===== config.mk =====
export PLATFORM = sky130hd
export DESIGN_NAME = debounce_bank
export DESIGN_NICKNAME = d
export VERILOG_FILES = /design/src/rtl/debounce_bank_pkg.sv /design/src/rtl/debounce_channel.sv /design/src/rtl/debounce_bank.sv
export SDC_FILE = /design/constraint.sdc
export NUM_CORES = 1
export LEC_CHECK = 0
export CAP_MARGIN = 20
export CELL_PAD_IN_SITES_DETAIL_PLACEMENT = 0
export CELL_PAD_IN_SITES_GLOBAL_PLACEMENT = 1
export CORE_UTILIZATION = 36
export CTS_CLUSTER_SIZE = 30
export DETAILED_ROUTE_END_ITERATION = 10
export PLACE_DENSITY_LB_ADDON = 0.12
export SYNTH_ARGS = -nofsm -noshare
export SYNTH_HDL_FRONTEND = slang
export SYNTH_HIERARCHICAL = 1
export SYNTH_SLANG_ARGS = --single-unit

===== constraint.sdc =====
create_clock -name clock -period 1.48 [get_ports clock]
set_input_delay 0.296 -clock clock [delete_from_list [all_inputs] [get_ports clock]]
set_output_delay 0.296 -clock clock [all_outputs]
set_load 0.05 [all_outputs]

===== src/rtl/debounce_bank_pkg.sv =====
// Shared types for the debounce bank: edge classification of a channel's state toggle.
// Pure declarations; no state, no latency, no backpressure.
package debounce_bank_pkg;

  typedef enum logic [1:0] {
    EDGE_NONE = 2'd0,
    EDGE_RISE = 2'd1,
    EDGE_FALL = 2'd2
  } edge_t;

  // A toggle from 0 is a rise, from 1 a fall.
  function automatic edge_t edge_kind(input logic toggle, input logic old_state);
    edge_t kind;
    kind = EDGE_NONE;
    if (toggle) begin
      kind = old_state ? EDGE_FALL : EDGE_RISE;
    end
    return kind;
  endfunction

endpackage


===== src/rtl/debounce_channel.sv =====
// One debounced input: synchroniser chain, stability counter, registered state and edge pulses.
// Latency SYNC_STAGES + 2^WIDTH edges from pin to state; free-running, no backpressure.
module debounce_channel
  import debounce_bank_pkg::*;
#(
  parameter int   WIDTH       = 2,
  parameter int   SYNC_STAGES = 2,
  parameter logic INIT        = 1'b1
) (
  input  logic clock,
  input  logic reset,
  input  logic pin,
  output logic state,
  output logic rise,
  output logic fall,
  output logic toggle
);

  logic [SYNC_STAGES-1:0] sync_q;
  logic                   sync;
  logic [WIDTH-1:0]       count_q;
  logic [WIDTH-1:0]       count_d;
  logic                   state_q;
  logic                   state_d;
  logic [WIDTH:0]         bumped;
  logic                   differ;
  edge_t                  kind;

  always_ff @(posedge clock or posedge reset) begin
    if (reset) begin
      sync_q <= {SYNC_STAGES{INIT}};
    end else begin
      sync_q[0] <= pin;
      for (int k = 1; k < SYNC_STAGES; k++) begin
        sync_q[k] <= sync_q[k-1];
      end
    end
  end

  assign sync = sync_q[SYNC_STAGES-1];

  // Counting through {state,count} makes the state flip exactly on counter carry-out.
  always_comb begin
    differ  = (sync != state_q);
    bumped  = {state_q, count_q} + {{WIDTH{1'b0}}, 1'b1};
    state_d = state_q;
    count_d = '0;
    if (differ) begin
      state_d = bumped[WIDTH];
      count_d = bumped[WIDTH-1:0];
    end
    toggle = differ && (&count_q);
    kind   = edge_kind(toggle, state_q);
  end

  always_ff @(posedge clock or posedge reset) begin
    if (reset) begin
      state_q <= INIT;
      count_q <= '0;
      rise    <= 1'b0;
      fall    <= 1'b0;
    end else begin
      state_q <= state_d;
      count_q <= count_d;
      rise    <= (kind == EDGE_RISE);
      fall    <= (kind == EDGE_FALL);
    end
  end

  assign state = state_q;

endmodule


===== src/rtl/debounce_bank.sv =====
// Bank of CHANNELS independent debouncers with per-channel edge pulses and a combined change flag.
// Latency SYNC_STAGES + 2^WIDTH edges pin to state, pulses aligned with state; no backpressure.
module debounce_bank #(
  parameter int                  CHANNELS    = 4,
  parameter int                  WIDTH       = 2,
  parameter int                  SYNC_STAGES = 2,
  parameter logic [CHANNELS-1:0] INIT_VALUE  = '1
) (
  input  logic                clock,
  input  logic                reset,
  input  logic [CHANNELS-1:0] pins,
  output logic [CHANNELS-1:0] state,
  output logic [CHANNELS-1:0] rise,
  output logic [CHANNELS-1:0] fall,
  output logic                changed
);

  logic [CHANNELS-1:0] toggle;

  for (genvar i = 0; i < CHANNELS; i++) begin : g_chan
    debounce_channel #(
      .WIDTH       (WIDTH),
      .SYNC_STAGES (SYNC_STAGES),
      .INIT        (INIT_VALUE[i])
    ) u_chan (
      .clock  (clock),
      .reset  (reset),
      .pin    (pins[i]),
      .state  (state[i]),
      .rise   (rise[i]),
      .fall   (fall[i]),
      .toggle (toggle[i])
    );
  end

  // Registered from the same toggles that load rise/fall, so it lands in their cycle.
  always_ff @(posedge clock or posedge reset) begin
    if (reset) begin
      changed <= 1'b0;
    end else begin
      changed <= |toggle;
    end
  end

endmodule

Yosys cells after proc, flatten, opt, wreduce, memory -nomap -nowiden. Index checks and enable logic that the tools add are counted.

Register bits: 29. Latch bits: 0. Memory bits (writable): 0. ROM bits: 0. Input port bits: 6. Memories: 0.

Add/subtract/negate cells: 4. $mul: 0. Div/mod/pow operators: 0. Magnitude comparators: 0. Equality and inequality tests: 12. Shift operators: 0. Muxes and demuxes: 12. Bitwise gates (word level): 0. Reductions and logical operators: 9.

Operator list (number): $mux 2 (12); $add 3x1->3 const B (4); $eq 2x1->1 const B (4); $eq 2x2->1 const B (4); $reduce_and 2->1 (4); $logic_and 1x1->1 (4); $ne 1x1->1 (4); $reduce_or 4->1 (1).

Logic depth before layout (Yosys ltp). Gate-level depths: netlist of run 1.

Depth after elaboration: 4. Depth in mapped cells: 3. Mapped depth without buffers: 3.

Modules after synthesis. Netlist of run 1, hierarchy kept.

By module, submodules not included: debounce_channel (times used 4, cells each 18, area each 251.5 um^2); debounce_bank (times used 1, cells each 3, area each 36.3 um^2).

Worst setup path before layout of run 1. No wires, ideal clock.

Kind: flip-flop to flip-flop. From: register g_chan[1].u_chan.state_q. To: register changed. Data arrival time: 1.498 ns. Required time: 1.341 ns. Path slack: -0.157 ns. Cell stages (with the launch flop): 4. Buffers on the path: 0. Period minus slack after synthesis: 1.637 ns. Cells stage by stage: dfstp_2 > xor2_1 > and2_2 > or4_1.

Longest elaborated chain between the ends: 3.

Ends and longest elaborated chain: start: declaration (line debounce_channel.sv:23) `logic state_q;`; start signal: assignment (line debounce_channel.sv:63) `state_q <= state_d;`; $ne 1x1->1 (line debounce_channel.sv:44) `differ = (sync != state_q);`; $logic_and 1x1->1 (line debounce_channel.sv:52) `toggle = differ && (&count_q);`; net toggle[1] (line debounce_bank.sv:18) `logic [CHANNELS-1:0] toggle;`; $reduce_or 4->1 (line debounce_bank.sv:41) `changed <= |toggle;`; end signal: assignment (line debounce_bank.sv:41); end: declaration (line debounce_bank.sv:15) `output logic changed`.

The timed path passes the listed nets, and every way through them passes these cells. A chain may end at the register's enable or synchronous reset.

Worst setup path in the final report of run 1.
From: register g_chan[0].u_chan.state_q. To: output port state[0].

RTL lines: start: declaration (line debounce_channel.sv:23); start signal: assignment (line debounce_channel.sv:63); end: declaration (line debounce_bank.sv:12) `output logic [CHANNELS-1:0] state,`.

No word-level cell between the ends.

==> results of run 1 <==
-- area by class of cell --
type	count	area (µm²)
tap	31	38.79
fill	240	1279
multi-input combinational	37	270.3
sequential	29	740.7
timing repair buffer	22	340.3
inverter	9	33.78
clock buffer	7	55.05
-- through the flow --
step | setup TNS, ps | setup slack, ps | cells | power, µW | util, %
3_5_place_dp | 0 | 84.78 | 128 | 2201 | 51.63
4_1_cts | 0 | 40.15 | 135 | 2694 | 53.63
3_3_place_gp | 0 | 87.07 | 128 | 2176 | 51.63
5_1_grt | 0 | 1.301 | 135 | 2828 | 53.63
6_report | 0 | 61.03 | 135 | 2651 | 53.63
2_1_floorplan | -119.0 | -119.0 | 75 | 1684 | -
-- path summary, 6_finish.rpt --
kind | startpoint | endpoint | slack (ps) | cells after the start
worst min register to register | g_chan[1].u_chan/sync_q[0] | g_chan[1].u_chan/sync_q[1] | 360 | 0
max in group asynchronous | reset | g_chan[3].u_chan/sync_q[1] | 850 | 2
worst max register to register | g_chan[3].u_chan/sync_q[1] | changed | 70 | 3
worst min-delay path | reset | changed | 250 | 2
min in group clock | g_chan[1].u_chan/sync_q[0] | g_chan[1].u_chan/sync_q[1] | 360 | 0
worst max-delay path | g_chan[0].u_chan/state | state[0] | 60 | 2
-- layer usage --
layer	global-route usage (%)	up-vias	part of all wire [%]
met3	7.674	5	6.9
met2	17.38	15	47
met1	15.04	291	43
li1	-	290	-
met4	6.429	0	2.7
met5	0	-	0
-- flip-flops by register name, indices dropped and copies added, names as in the netlist --
name,count
g_chan.u_chan/rise,4
g_chan.u_chan/sync_q,8
changed,1
g_chan.u_chan/count_q,8
g_chan.u_chan/fall,4
g_chan.u_chan/state,4
-- power groups by stage --
stage	logic, µW	registers [µW]	clock network [µW]
2_1_floorplan	297	1390	0
3_3_place_gp	1060	1120	0
3_5_place_dp	1080	1120	0
4_1_cts	1080	1110	504
5_1_grt	1150	1130	540
6_report	1070	1110	478
-- cell usage in the layout (no fill, tap or decap), drive strengths merged, types with 5 or more instances in the layout --
cell type	instances
and2	8
buf	17
clkbuf	7
clkdlybuf4s50	5
dfrtp	17
dfstp	12
inv	9
-- cell families (layout without fill, tap and decap cells) --
group | after synthesis | in the layout | share of synthesized area (%)
flip-flops | 29 | 29 | 71.07
AO/OA/AOI/OAI | 4 | 4 | 1.921
XOR/XNOR | 4 | 4 | 3.361
adder cells (fa/ha/maj) | 4 | 4 | 4.802
buffers and inverters | 9 | 38 | 3.241
AND/OR/NAND/NOR | 25 | 25 | 15.61
==> results.txt, run 1 <==
The flow ran to the end, and the final reports show no timing, DRC or antenna violations. The final routed wirelength across all metal layers came out at 1522 µm. The y dimension of the die is 55.81 µm. The part of the Yosys area used for sequential elements is 71.07%. Using the TritonRoute via totals, the vias-per-cell ratio works out to 4.452. The largest individual stage delay along the critical path comes from the cell dfstp_2.

The layout overhead on the synthesized area came out at 41.90%. The buffer levels on the longest clock path came out at 2. Summing all non-filler instances in the final layout gives an area of 0.001479 mm². The count of different cell masters after synthesis is 12. Gates resized during post-CTS repair numbered 0. The clock period could shrink to between 1000 and 1500 ps. The data arrival time at the worst-slack endpoint came out at 1120 ps. The first-pass iteration count of the detailed router came out at 4. TritonCTS built the clock tree.

The number of DRC violations after detailed-routing iteration 0 came out at 5. The number of sinks handled by clock tree synthesis came out at 29. The synthesized design spends more area on one cell type than any other, namely dfrtp_1. The total count of hold-check failures in the final report came out at 0. The number of nets in the final layout is 114. The die covers 0.003114 mm². The number of nets in the synthesized netlist came out at 85. The number of buffers added to fix hold violations after cts is 0.

The number of buffer and inverter stages on the critical path is 2. In the global route stage, overall resource usage came out at between 10 and 15%. The most used flip-flop cell after synthesis is dfrtp_1.

The commonest cells after synthesis are dfrtp_1, dfstp_2, inv_1. The maximum number of pins on one net before global-route repair is 9. The starting density of the core came out at 37.79%. The clock group share of total power came out at 18.0%. The portion of total power attributed to sequential cells came out at between 40% and 50%. The root buffer cell chosen for the clock tree is clkbuf_4. STA puts the critical path data required time at 1180 ps. The sum of overflow across all layers after global routing is 0. Counting flops and latches in the post-synthesis netlist gives 29. The antenna cell count came out at 0.

The final setup violation count is 0. The total via count after detailed routing came out at 601. The routed wirelength normalized by instance count came out at 11.27 µm.

Summing all placed instances gives a cell area of 0.001424 mm². Once the clock tree was built, the setup fixing pass inserted 0 buffers. The number of pins with negative max-slew slack in the final report came to 0. The maximum fanout count along the critical path came out at 3. The cell area after technology mapping came out at between 0.001 and 0.0015 mm². The worst setup path is of the reg -> out kind. For this run, design rule violations remaining after detail routing come to 0. The ratio of final minimum period to clock period came out at 95.88%. The via count of the first global-routing pass came out at roughly 580.

The number of I/O port buffers is 18. In this run the tightest slew margin relative to its limit is 81.83%. dfrtp_1 is the most common cell in the netlist. The leakage power total came out at 0.0007096 µW. The achievable frequency is a little over 700 MHz. The cell-internal power is roughly 1800 µW. The combinational share of power is 40.2%.

Measured along the x axis, the die boundary spans 55.81 µm. IR analysis of the VDD net gives a maximum drop of 1.271 mV. The switching power of the nets came out at 872.7 µW. The number of enable flip-flop cells after synthesis is 0. Setup repair after global routing left no endpoint under its margin. The share of final-layout standard cells stronger than drive strength 1 came out at 45.19%.

At the pin with the least slew margin, the transition time is 272.3 ps. The final weighted congestion of routability-driven global placement is 0.7543. The number of nets with antenna violations after detailed routing is 0. The largest single stage delay on the critical path is 550 ps. In this run the power density over the cells is 1792 mW/mm². The async set-or-reset flop fraction in the synthesized netlist came out at 100.0%. The total area inside the core boundary comes to roughly 0.0028 mm². The initial antenna violation count came to 0. The number of top-level design ports is 19. Net switching is 32.92% of the power. The number of warnings reported in the yosys synthesis log came out at 6. The cell family contributing the most delay on the critical path is flip-flops.

The post-detailed-placement half-perimeter wirelength came out at 1118 µm. The class of the worst hold path is in -> async. The post-route worst hold slack came out at roughly 250 ps.

In this run the number of H-tree levels came out at 2. The total CTS buffers is 5. The wire length of the first global-routing pass came out at 2725 µm. The per-instance average area after synthesis came out at 13.90 µm².

The later pin in the worst-skew pair is clocked with a latency of 320 ps. Traced cell by cell, the critical path runs through buf_4 > buf_12. The clock-pin slew on the worst setup and hold paths is 90 ps. The clock arrives with 5.153 ps of skew.

The endpoint type of the worst setup path is an output port. The top cell type by area accounts for 40.82% of the synthesized area. The number of rows created at floorplan came out at 19. The number of maximum-capacitance violations is 0.

Ranked by total cell area, the synthesized netlist is headed by dfrtp_1, dfstp_2, and2_2. Synthesis handed over a netlist of 75 instances. The type of element launching the critical path is a flop.
Note: power is estimated with default switching activity, not from simulation.
==> inputs of run 2 (changes only) <==
--- a/config.mk
+++ b/config.mk
@@ -8,6 +8,7 @@
 export CAP_MARGIN = 20
 export CELL_PAD_IN_SITES_DETAIL_PLACEMENT = 0
 export CELL_PAD_IN_SITES_GLOBAL_PLACEMENT = 1
+export CORE_MARGIN = 3
 export CORE_UTILIZATION = 36
 export CTS_CLUSTER_SIZE = 30
 export DETAILED_ROUTE_END_ITERATION = 10
==> run 2 against run 1 <==
Net effect:
- cell count did not move
- sequential share of layout area down 1.1 points
- clock power rose by 37%
- final area up 2.2%
- die area increased by 15%
- via count is 1.2% higher
- utilization is 4.2 points higher
- fmax is 0.20% higher
- first-iteration DRC count is 20% higher
- largest cell class unchanged
==> results.txt, run 2 (synthesis gave the netlist of run 1 again) <==
The cell-internal power came out at 1964 µW (+10%). The die extent in x is 59.81 µm (+7.2%). The placed instance count came out at 127 (-0.78%). The via count of the first global-routing pass was 637 (+9.6%). The min-delay analysis places its worst path in the category in -> async.

The type of element launching the critical path is a flop. The sum of overflow across all layers after global routing is 0 (unchanged). The global-route usage over all layers is 11.03% (-1.5 points). The data arrival time at the worst-slack endpoint is 1120 ps (about the same).

The clock insertion delay at the later pin of the skew report is 320 ps (about the same). The starting density of the core is 39.89% (+2.1 points). The filler cell count in the final layout is 217 (-9.6%).

The power per standard cell area is 1876 mW/mm² (+4.6%). The number of nets in the final layout came out at 114 (unchanged). Setup repair after global routing could not meet its margin everywhere. The non-filler instance count after layout is 135 (unchanged).

The number of cells on the worst reg-to-reg path came out at 3 (unchanged). The measured slew at the worst slew-check pin was 261.1 ps (-11.22 ps). The core outline area is 0.002613 mm² (-5.3%). The portion of total power attributed to sequential cells came out at 39.2% (-2.5 points).

The post-route worst hold slack is 248.1 ps (-5.128 ps). The number of sinks handled by clock tree synthesis came to 29 (unchanged). The library cells used most frequently in the layout, excluding fill and tap cells, are dfrtp_1, buf_12, dfstp_2.

The startpoint identified for the worst register-to-register timing path is g_chan[1].u_chan/count_q[0]. The maximum number of pins on one net before global-route repair came out at 10 (+1). The clock-pin slew on the worst setup and hold paths is 90 ps (about the same). The achievable frequency was 706.2 MHz (+0.20%). The first-pass iteration count of the detailed router came to 4 (unchanged). The maximum fanout count along the critical path is 3 (unchanged).

The number of I/O port buffers is 18 (unchanged). The worst setup path is of the reg -> out kind. The via density per instance came to 4.504 (+1.2%).

The reg-to-reg setup timing slack came out at 70 ps (about the same). In this run the clock root is driven by a clkbuf_4. The critical register-to-register path endpoint is changed. The post-detailed-placement half-perimeter wirelength is 1170 µm (+4.7%). The leakage power total is 0.0007248 µW (+2.1%). The worst setup path is captured at an output port. The antenna cell count came out at 0 (unchanged). The final routed wirelength across all metal layers came to 1477 µm (-3.0%). The total CTS buffers is 5 (unchanged). The remaining max-slew budget at the tightest pin came to 82.58% (+0.75 points). The y dimension of the die is 59.81 µm (+7.2%).

The number of rows created at floorplan came to 18 (-1). The largest registers in the layout are g_chan.u_chan/count_q (8), g_chan.u_chan/sync_q (8). The number of DRC violations after detailed-routing iteration 0 came out at 6 (+1).

TritonCTS built the clock tree. The wire length of the first global-routing pass was 2697 µm (-1.0%). The number of post-CTS setup repair buffers is 0 (unchanged). The number of nets with antenna violations after detailed routing is 0 (unchanged). The layout overhead on the synthesized area is 45.02%. The final weighted congestion of routability-driven global placement was 0.7208 (-4.4%). The remaining design rule violation count is 0 (unchanged). The share of final-layout standard cells stronger than drive strength 1 came out at 45.71% (+0.52 points). The number of H-tree levels came out at 2 (unchanged). The buffer levels on the longest clock path was 2 (unchanged).

The final setup violation count came to 0 (unchanged). The worst ir drop on vdd is 1.187 mV (-6.7%). The total via count after detailed routing came out at 608 (+1.2%).

The commonest non-fill, non-tap cell in the layout is dfrtp_1. The initial antenna violation count came out at 0 (unchanged). The number of top-level design ports came to 19 (unchanged). The switching power of the nets was 870.8 µW (-0.22%). The flow ran to the end, and the final reports show no timing, DRC or antenna violations. The number of pins with negative max-slew slack in the final report is 0 (unchanged). The floorplan die area came out at 0.003577 mm² (+15%).

The combinational share of power is 37.6% (-2.6 points). The switching share of power is 30.71% (-2.2 points). The total count of hold-check failures in the final report is 0 (unchanged). The minimum period implied by the final worst setup slack is 1416 ps (-2.857 ps). The clock group share of total power is 23.2% (+5.2 points). The number of maximum-capacitance violations is 0 (unchanged). The worst clock skew is 7.347 ps (+2.194 ps). The ratio of final minimum period to clock period came out at 95.68% (-0.19 points). The data required time of the worst path is 1180 ps (about the same). The routed wirelength normalized by instance count came out at 10.94 µm (-3.0%).
run 2: cell count changes in the layout (fill, tap and decap cells not counted):
cell / previous run / this run
buf_4: 4 / 3
buf_6: 0 / 1
bufinv_16: 0 / 1
run 2: cell type report:
type	instances	area, µm²	area share [%]
inverter	9	33.78	2.235
timing repair buffer	22	344.1	22.76
multi-input combinational	37	270.3	17.88
clock inverter	1	30.03	1.987
tap	30	37.54	2.483
sequential	29	740.7	49.01
clock buffer	7	55.05	3.642
run 2: worst max-delay path by stage:
stage                               start  endpoint  cells after the start
2_1_floorplan      g_chan[1].u_chan/state   changed                      3
3_3_place_gp   g_chan[1].u_chan/sync_q[1]   changed                      3
3_5_place_dp   g_chan[1].u_chan/sync_q[1]   changed                      3
4_1_cts            g_chan[3].u_chan/state  state[3]                      2
5_1_grt        g_chan[3].u_chan/sync_q[1]   changed                      3
6_report           g_chan[3].u_chan/state  state[3]                      2
run 2: critical path, cell delays in order, from the launching register on:
cell and delay [ps]:
dfstp_2 550, buf_4 130, buf_12 130
run 2: power groups by stage:
stage	Clock [µW]	Combinational [µW]	Sequential [µW]
detailed placement	0	1070	1130
floorplan	0	297	1390
global placement	0	1060	1120
CTS	679	1080	1110
global route	734	1150	1130
finish	657	1070	1110
run 2: repair_timing:
item                                    CTS  global route
hold buffers                              0             0
endpoints found under the setup margin    0             3
gates resized for setup                   0             1
run 2: per-layer routing:
metal	GRT usage [%]	wire (µm)	up-vias
met5	0	0	-
met4	6.646	45	0
met3	7.775	103	5
met2	15.59	703	13
met1	11.91	625	299
li1	-	-	291
run 2: metrics by stage:
step / TNS (ps) / setup slack [ps] / instance area [µm²] / util, % / power [µW]
final: 0 / 63.89 / 1511 / 57.85 / 2835
after global routing: -17.40 / -8.976 / 1511 / 57.85 / 3017
after CTS: 0 / 41.15 / 1508 / 57.71 / 2867
after detailed placement: 0 / 73.37 / 1423 / 54.45 / 2199
after global placement: 0 / 83.06 / 1423 / 54.45 / 2180
after floorplan: -119.0 / -119.0 / 1045 / - / 1684
==> inputs of run 3 (changes only) <==
--- a/config.mk
+++ b/config.mk
@@ -12,6 +12,7 @@
 export CORE_UTILIZATION = 36
 export CTS_CLUSTER_SIZE = 30
 export DETAILED_ROUTE_END_ITERATION = 10
+export MAX_ROUTING_LAYER = met4
 export PLACE_DENSITY_LB_ADDON = 0.12
 export SYNTH_ARGS = -nofsm -noshare
 export SYNTH_HDL_FRONTEND = slang
==> run 3 against run 2 <==
Net effect:
- fmax up 0.28%
- clock skew about the same
- global-route usage grew 0.37 points
- worst hold slack gained 8.0 ps
- first-iteration DRC count did not move
- critical path type is now reg -> reg
==> results.txt, run 3 (synthesis gave the netlist of run 1 again) <==
The floorplan die area is 0.003577 mm² (unchanged). The remaining design rule violation count was 0 (unchanged). The core outline area is 0.002613 mm² (unchanged). The starting density of the core was 39.89% (unchanged). The number of DRC violations after detailed-routing iteration 0 is 6 (unchanged). TritonCTS built the clock tree. The final weighted congestion of routability-driven global placement came out at 0.7293 (+1.2%). The number of nets in the final layout is 114 (unchanged). The maximum fanout count along the critical path is 4 (+1). In the layout the commonest cells are dfrtp_1, buf_12, dfstp_2. STA classifies the critical path endpoint as a flop. The total via count after detailed routing is 609 (+0.16%). STA classifies the critical path startpoint as a flop. The slowest stage of the critical path is the or4_1 cell. The data required time of the worst path came out at 1670 ps (+490 ps). The placed instance count is 127 (unchanged). The tightest min-delay check is of the in -> async type.

The y dimension of the die was 59.81 µm (unchanged). The total count of hold-check failures in the final report is 0 (unchanged). The sum of overflow across all layers after global routing is 0 (unchanged). The clock-pin slew on the worst setup and hold paths is 90 ps (about the same). The number of nets with antenna violations after detailed routing is 0 (unchanged).

The number of rows created at floorplan came to 18 (unchanged). The number of sinks handled by clock tree synthesis came to 29 (unchanged). The post-detailed-placement half-perimeter wirelength came out at 1170 µm (unchanged). The worst ir drop on vdd is 1.186 mV (about the same). The run finished with clean final reports. The number of top-level design ports came to 19 (unchanged). The data arrival time at the worst-slack endpoint came out at 1600 ps (+480 ps). The post-route cell area came out at 0.001511 mm² (unchanged). The number of pins with negative max-slew slack in the final report came to 0 (unchanged). Walking the worst path, the cells encountered are ha_1 > and2_4 > or4_1. The clock root buffer master is clkbuf_4. The number of cells on the worst reg-to-reg path came out at 3 (unchanged). The number of H-tree levels is 2 (unchanged). The worst clock skew was 7.343 ps (-0.003550 ps). The setup path with the least slack is of type reg -> reg.

The clock insertion delay at the later pin of the skew report came to 310 ps (about the same). The number of maximum-capacitance violations is 0 (unchanged). The wire length of the first global-routing pass is 2711 µm (+0.52%).

The total CTS buffers came out at 5 (unchanged). The power per standard cell area came out at 1872 mW/mm² (-0.19%). The initial antenna violation count was 0 (unchanged).

The via count of the first global-routing pass came out at 636 (-0.16%). The post-place instance area came out at 0.001423 mm² (unchanged). The final routed wirelength across all metal layers is 1464 µm (-0.88%). The filler cell count in the final layout is 217 (unchanged).

Setup repair after global routing could not meet its margin everywhere. The maximum number of pins on one net before global-route repair came out at 10 (unchanged). The buffer levels on the longest clock path came out at 2 (unchanged). The largest registers in the layout are g_chan.u_chan/count_q (8), g_chan.u_chan/sync_q (8).

The ratio of final minimum period to clock period is 95.42% (-0.27 points). The remaining max-slew budget at the tightest pin was 82.58% (about the same). The minimum period implied by the final worst setup slack is 1412 ps (-3.928 ps). The first-pass iteration count of the detailed router came to 5 (+1). The global-route usage over all layers came out at 11.40% (+0.37 points). The layout overhead on the synthesized area is 45.02% (unchanged). The delay of the slowest critical-path stage came out at 500 ps (-50 ps).

The non-filler instance count after layout came out at 135 (unchanged). The number of I/O port buffers came to 18 (unchanged). The library cell used most frequently in the layout, excluding fill and tap cells, is dfrtp_1.

The die extent in x came out at 59.81 µm (unchanged). The via density per instance came out at 4.511 (+0.16%). The measured slew at the worst slew-check pin is 261.0 ps (-0.03743 ps). The achievable frequency is 708.1 MHz (+0.28%). The antenna cell count was 0 (unchanged).

The leakage power total is 0.0007248 µW (unchanged). The routed wirelength normalized by instance count was 10.84 µm (-0.88%). The share of final-layout standard cells stronger than drive strength 1 came out at 45.71% (unchanged). The final setup violation count is 0 (unchanged).
-- run 3: cell counts in the layout (fill, tap and decap cells not counted) --
No cell type changed its count.
-- run 3: layer usage --
| metal | GRT usage [%] | vias up | wire length, µm |
|---|---|---|---|
| met1 | 12.19 | 302 | 625 |
| met2 | 15.43 | 14 | 715 |
| met3 | 7.775 | 2 | 100 |
| met5 | - | - | 0 |
| met4 | 6.646 | 0 | 22 |
| li1 | - | 291 | - |
-- run 3: timing repair --
| action | 4_1_cts | 5_1_grt |
|---|---|---|
| setup buffers | 0 | 0 |
| resized for setup | 0 | 1 |
| hold buffers | 0 | 0 |
| setup endpoints to repair | 0 | 3 |
-- run 3: where the power goes --
part	total [µW]	switching [µW]	internal (µW)
clock	652	249	403
sequential	1110	100	1010
combinational	1070	516	550
total	2830	865	1960
-- run 3: worst max-delay path, delay by kind of cell (launching register included) --
kind	cells	cell delay (ps)
fa+ha+maj	1	240
simple gates	2	660
flops	1	390
-- run 3: final cells by class --
class | count | area, µm² | share of cell area [%]
Clock buffer | 7 | 55.05 | 3.642
Clock inverter | 1 | 30.03 | 1.987
Inverter | 9 | 33.78 | 2.235
Multi-Input combinational cell | 37 | 270.3 | 17.88
Sequential cell | 29 | 740.7 | 49.01
Tap cell | 30 | 37.54 | 2.483
Timing Repair Buffer | 22 | 344.1 | 22.76
-- run 3: path summary, 6_finish.rpt --
kind                                                   from                         end  slack, ps
max in group asynchronous                             reset      g_chan[2].u_chan/state        850
worst min-delay path                                  reset                     changed        260
worst max-delay path            g_chan[1].u_chan/count_q[0]                     changed         70
worst max register to register  g_chan[1].u_chan/count_q[0]                     changed         70
worst min register to register   g_chan[2].u_chan/sync_q[0]  g_chan[2].u_chan/sync_q[1]        360
min in group clock               g_chan[2].u_chan/sync_q[0]  g_chan[2].u_chan/sync_q[1]        360
-- run 3: metrics by stage --
| stage | utilization, % | hold slack, ps | setup TNS [ps] | power (µW) | setup WS (ps) |
|---|---|---|---|---|---|
| final | 57.85 | 256.2 | 0 | 2830 | 67.82 |
| after global routing | 57.85 | 226.6 | -17.40 | 3017 | -8.976 |
| after CTS | 57.71 | 246.5 | 0 | 2867 | 41.15 |
| after detailed placement | 54.45 | 349.6 | 0 | 2199 | 73.37 |
| after global placement | 54.45 | 347.0 | 0 | 2180 | 83.06 |
| after floorplan | - | 24.71 | -119.0 | 1684 | -119.0 |
